$ cat src/rtl/rr_mux4_arbiter_pkg.sv
// Shared types and constants for the round-robin 4-to-1 mux arbiter.
package rr_mux4_arbiter_pkg;

    localparam int unsigned REQ_W = 4;
    localparam int unsigned SEL_W = 2;
    localparam int unsigned CNT_W = 4;

    typedef enum logic {
        IDLE  = 1'b0,
        GRANT = 1'b1
    } state_t;

    localparam logic [SEL_W-1:0] SEL_I0 = 2'd0;
    localparam logic [SEL_W-1:0] SEL_I1 = 2'd1;
    localparam logic [SEL_W-1:0] SEL_I2 = 2'd2;
    localparam logic [SEL_W-1:0] SEL_I3 = 2'd3;

    // One-hot grant vector for a mux select code.
    function automatic logic [REQ_W-1:0] sel_onehot(input logic [SEL_W-1:0] sel);
        return REQ_W'(1) << sel;
    endfunction

endpackage

$ cat src/rtl/rr_pick4.sv
// Combinational round-robin picker: first set request at or after start, wrapping.
module rr_pick4
    import rr_mux4_arbiter_pkg::*;
(
    input  logic [REQ_W-1:0] req,
    input  logic [SEL_W-1:0] start,
    output logic [SEL_W-1:0] winner,
    output logic             any
);

    logic [SEL_W-1:0] idx;
    logic             found;

    always_comb begin
        winner = start;
        found  = 1'b0;
        idx    = start;
        for (int unsigned k = 0; k < REQ_W; k++) begin
            idx = start + SEL_W'(k);
            if (!found && req[idx]) begin
                winner = idx;
                found  = 1'b1;
            end
        end
    end

    assign any = |req;

endmodule

$ cat src/rtl/rr_mux4_arbiter.sv
// Round-robin arbiter driving the select pair of a shared 4-to-1 mux,
// with a hold limit that forces rotation while others are waiting.
module rr_mux4_arbiter
    import rr_mux4_arbiter_pkg::*;
#(
    parameter int unsigned MAX_HOLD = 4
) (
    input  logic             clock,
    input  logic             reset,
    input  logic [REQ_W-1:0] req,
    output logic [REQ_W-1:0] gnt,
    output logic             s1,
    output logic             s0,
    output logic             valid
);

    state_t            state_q, state_d;
    logic [SEL_W-1:0]  last_q, last_d;
    logic [CNT_W-1:0]  hold_q, hold_d;
    logic [REQ_W-1:0]  gnt_d;
    logic              s1_d, s0_d, valid_d;

    logic [SEL_W-1:0]  start_c;
    logic [SEL_W-1:0]  winner_c;
    logic              any_c;
    logic              others_c;
    logic              take;

    // Search always begins just after the most recent winner.
    assign start_c  = last_q + SEL_W'(1);
    assign others_c = |(req & ~sel_onehot(last_q));

    rr_pick4 u_pick (
        .req    (req),
        .start  (start_c),
        .winner (winner_c),
        .any    (any_c)
    );

    always_ff @(posedge clock) begin
        if (reset) begin
            state_q <= IDLE;
            last_q  <= SEL_I3;
            hold_q  <= '0;
            gnt     <= '0;
            s1      <= SEL_I0[1];
            s0      <= SEL_I0[0];
            valid   <= 1'b0;
        end else begin
            state_q <= state_d;
            last_q  <= last_d;
            hold_q  <= hold_d;
            gnt     <= gnt_d;
            s1      <= s1_d;
            s0      <= s0_d;
            valid   <= valid_d;
        end
    end

    always_comb begin
        state_d = state_q;
        last_d  = last_q;
        hold_d  = hold_q;
        gnt_d   = gnt;
        s1_d    = s1;
        s0_d    = s0;
        valid_d = valid;
        take    = 1'b0;

        case (state_q)
            IDLE: begin
                gnt_d   = '0;
                valid_d = 1'b0;
                take    = any_c;
            end
            GRANT: begin
                if (!req[last_q]) begin
                    if (others_c) begin
                        take = 1'b1;
                    end else begin
                        gnt_d   = '0;
                        valid_d = 1'b0;
                        state_d = IDLE;
                    end
                end else if (hold_q == CNT_W'(MAX_HOLD)) begin
                    // Saturated: rotate only if someone else is waiting.
                    take = others_c;
                end else begin
                    hold_d = hold_q + CNT_W'(1);
                end
            end
            default: begin
                state_d = IDLE;
            end
        endcase

        if (take) begin
            state_d      = GRANT;
            gnt_d        = sel_onehot(winner_c);
            {s1_d, s0_d} = winner_c;
            valid_d      = 1'b1;
            last_d       = winner_c;
            hold_d       = CNT_W'(1);
        end
    end

endmodule

$ cat config.mk
export PLATFORM = sky130hd
export DESIGN_NAME = rr_mux4_arbiter
export DESIGN_NICKNAME = d
export VERILOG_FILES = /design/src/rtl/rr_mux4_arbiter_pkg.sv /design/src/rtl/rr_pick4.sv /design/src/rtl/rr_mux4_arbiter.sv
export SDC_FILE = /design/constraint.sdc
export NUM_CORES = 1
export LEC_CHECK = 0
export CORE_MARGIN = 5
export CORE_UTILIZATION = 59
export CTS_CLUSTER_SIZE = 12
export DETAILED_ROUTE_END_ITERATION = 6
export DONT_BUFFER_PORTS = 1
export PLACE_DENSITY = 0.75
export SYNTH_ARGS = -nofsm -noshare
export SYNTH_HDL_FRONTEND = slang
export SYNTH_SLANG_ARGS = --single-unit
$ cat constraint.sdc
create_clock -name clock -period 2.45 [get_ports clock]
set_input_delay 0.1225 -clock clock [delete_from_list [all_inputs] [get_ports clock]]
set_output_delay 0.1225 -clock clock [all_outputs]
set_load 0.05 [all_outputs]
==> impl_metrics.json <==
{
  "status": "complete, no violations",
  "fillCellCount": 118,
  "cts.clk_slew.worst_paths_ns": 0.07,
  "num_vias": 633,
  "multiInputGateArea_um2": 478,
  "cts_tree": "built",
  "drtAntennaViolNets": 0,
  "yosysSeqAreaShare_pct": 34.7,
  "viasPerCell": 6.03,
  "rsz0062_at_grt": "no",
  "synthTopCellsByArea": "dfxtp_1, ha_1, a21oi_1",
  "final_nets": 104,
  "gp_congestion": 0.904,
  "worst_setup_path_start_kind": "register",
  "yosys.area.top_type": "dfxtp_1",
  "setup_viol": 0,
  "drive_gt1_share_pct": 12.2,
  "holdPathStages": 4,
  "clock_latency_ns": 0.27,
  "synth_edf_count": 0,
  "crit_type": "reg2reg",
  "path_buf_inv": 1,
  "regToRegStartpoint": "last_q[0]",
  "layout_commonest_cell": "dfxtp_1",
  "dp_hpwl_um": 1190,
  "grt_max_degree": 11,
  "first_iter_violations": 17,
  "io_buffers": 0,
  "arrival_ns": 2.39,
  "worstPathCellList": "inv_1, ha_1, or3_2, a32oi_2, a2111oi_4, a22oi_1, nor2_1",
  "yosysWarnings": 0,
  "critPathCaptureType": "register",
  "crit_required_ns": 2.60,
  "synth.cell_area_um2": 807,
  "fin_skew_ns": 0.00570,
  "pwr-share-comb_pct": 36.9,
  "drcViolationCount": 0,
  "p_sw_share_pct": 46.8,
  "gr-total-overflow": 0,
  "worst-r2r-cell-count": 7,
  "die_h_um": 47.0,
  "fmax_ghz": 0.445,
  "antenna_found_initial": 0,
  "hold_path_class": "in2reg",
  "critPathTopFamily": "compound AO/OA/AOI/OAI gates",
  "setup_ws_ns": 0.205,
  "track_usage_pct": 18.0,
  "diodes": 0,
  "cts-root-buf": "clkbuf_4",
  "io_pins": 13,
  "synthFlopType": "dfxtp_1",
  "tightest_slew_ns": 1.06,
  "pwr-share-seq_pct": 50.0,
  "postCtsSetupRepairBufs": 0,
  "netlist_instances": 89,
  "p_per_area_nw_per_um2": 1110,
  "mostFrequentLayoutCells": "dfxtp_1, nand2_1, nor2_1",
  "die_area_um2": 2210,
  "r2r_setup_slack_ns": 0.20,
  "seq_area_um2": 280,
  "max_cap_violations": 0,
  "start_util_pct": 62.0,
  "clock_path_buffers": 2,
  "yosysUniqueCellTypes": 32,
  "pwr-share-clk_pct": 13.1,
  "fin_crit_sh_pct": 91.6,
  "max_stage_delay_ns": 0.47,
  "syn-num-nets": 101,
  "grt_pass1_wl_um": 2750,
  "p_int_mw": 0.495,
  "core.rowCount": 13,
  "drv_slew": 0,
  "ir_drop_mv": 0.908,
  "syn_to_final_growth_pct": 4.03,
  "core_area_um2": 1300,
  "cts_buffers": 3,
  "max-slew-margin-rel_pct": 28.5,
  "hold_viol": 0,
  "crit_fanout": 7,
  "fin_crit_ns": 2.25,
  "die_w_um": 47.0,
  "syn_avg_cell_area_um2": 9.07,
  "drtPass1Iterations": 4,
  "hold_path_end": "gnt[1]",
  "final.setup.tns_ns": 0,
  "htreeDepth": 1,
  "netSwitchingPower_mw": 0.435,
  "crit_slowest_cell": "dfxtp_1",
  "synth-seq-cells": 14,
  "timing.rr.end": "gnt[3]",
  "dp_slack_ns": 0.178,
  "synthArstFlopShare_pct": 0,
  "cts_num_sinks": 14,
  "hold_path.startpoint": "req[3]",
  "grt_pass1_vias": 625,
  "yosysTopAreaCellShare_pct": 34.7,
  "wl_per_cell_um": 15.0,
  "wirelength_um": 1570,
  "leakage_nw": 0.346
}
how the worst max path moves through the flow:
stage	cells past startpoint	startpoint	endpoint	slack, ns
detailed placement	7	last_q[0]	gnt[3]	0.18
floorplan	7	last_q[0]	gnt[3]	0.37
finish	7	last_q[0]	gnt[3]	0.20
global route	6	last_q[0]	s0	0.04
CTS	7	last_q[0]	gnt[3]	0.14
global placement	7	last_q[0]	gnt[3]	0.28
cell families (layout without fill, tap and decap cells):
family	count (synthesis)	in the layout	synth area share, %
compound gates	23	23	23.1
flops	14	14	34.7
buf+inv	11	12	6.98
simple gates	31	31	19.7
mux	2	2	4.03
xor+xnor	2	2	2.17
fa+ha+maj	6	6	9.30
Yosys cell counts (2+ instances only):
library cell  count
inv_1             8
xor2_1            2
a21oi_1           8
nand3b_1          3
o22ai_1           3
nand2_1          10
ha_1              6
buf_6             2
dfxtp_1          14
nor2_1            9
nand2b_1          3
state kept, by name, indices dropped and copies added, names as in the netlist:
signal / count
gnt: 4
hold_q: 4
last_q: 2
s0: 1
s1: 1
state_q: 1
valid: 1
power groups by stage:
stage,logic (mW),registers (mW),clock network (mW)
after global placement,0.316,0.467,0
after CTS,0.334,0.465,0.129
after global routing,0.387,0.473,0.140
final,0.343,0.465,0.122
after detailed placement,0.328,0.471,0
after floorplan,0.289,0.454,0
worst register-to-register path, cell delays in order, from the launching register on:
cell and delay, ns:
dfxtp_1 0.47, inv_1 0.14, ha_1 0.39, or3_2 0.44, a32oi_2 0.33, a2111oi_4 0.10, a22oi_1 0.20, nor2_1 0.06
through the flow:
step | utilization (%) | cell area [µm²] | hold slack (ns) | power [mW] | instances
3_5_place_dp | 61.4 | 800 | 0.194 | 0.799 | 101
2_1_floorplan | - | 807 | 0.429 | 0.742 | 89
5_1_grt | 64.5 | 840 | 0.204 | 1.00 | 105
4_1_cts | 63.9 | 832 | 0.233 | 0.928 | 105
6_report | 64.5 | 840 | 0.204 | 0.930 | 105
3_3_place_gp | 61.4 | 800 | 0.194 | 0.783 | 101
per-layer routing:
| layer | share of wire, % | wire (µm) | global-route usage, % |
|---|---|---|---|
| met2 | 42 | 654 | 24.7 |
| met4 | 2.5 | 39 | 13.8 |
| met1 | 48 | 761 | 23.3 |
| met5 | 0 | 0 | 0 |
| met3 | 7.4 | 117 | 5.75 |
area by class of cell:
cell class	count	area share, %
Clock buffer	3	2.68
Inverter	8	3.58
Timing Repair Buffer	1	1.19
Multi-Input combinational cell	64	56.9
Sequential cell	14	33.4
Tap cell	15	2.24
what timing repair did:
| action | CTS | global route |
|---|---|---|
| hold buffers | 1 | 0 |
| hold endpoints to repair | 10 | 0 |
| resized for setup | 0 | 1 |
| endpoints found under the setup margin | 0 | 1 |
No activity file was read; power rests on OpenSTA's default activity.
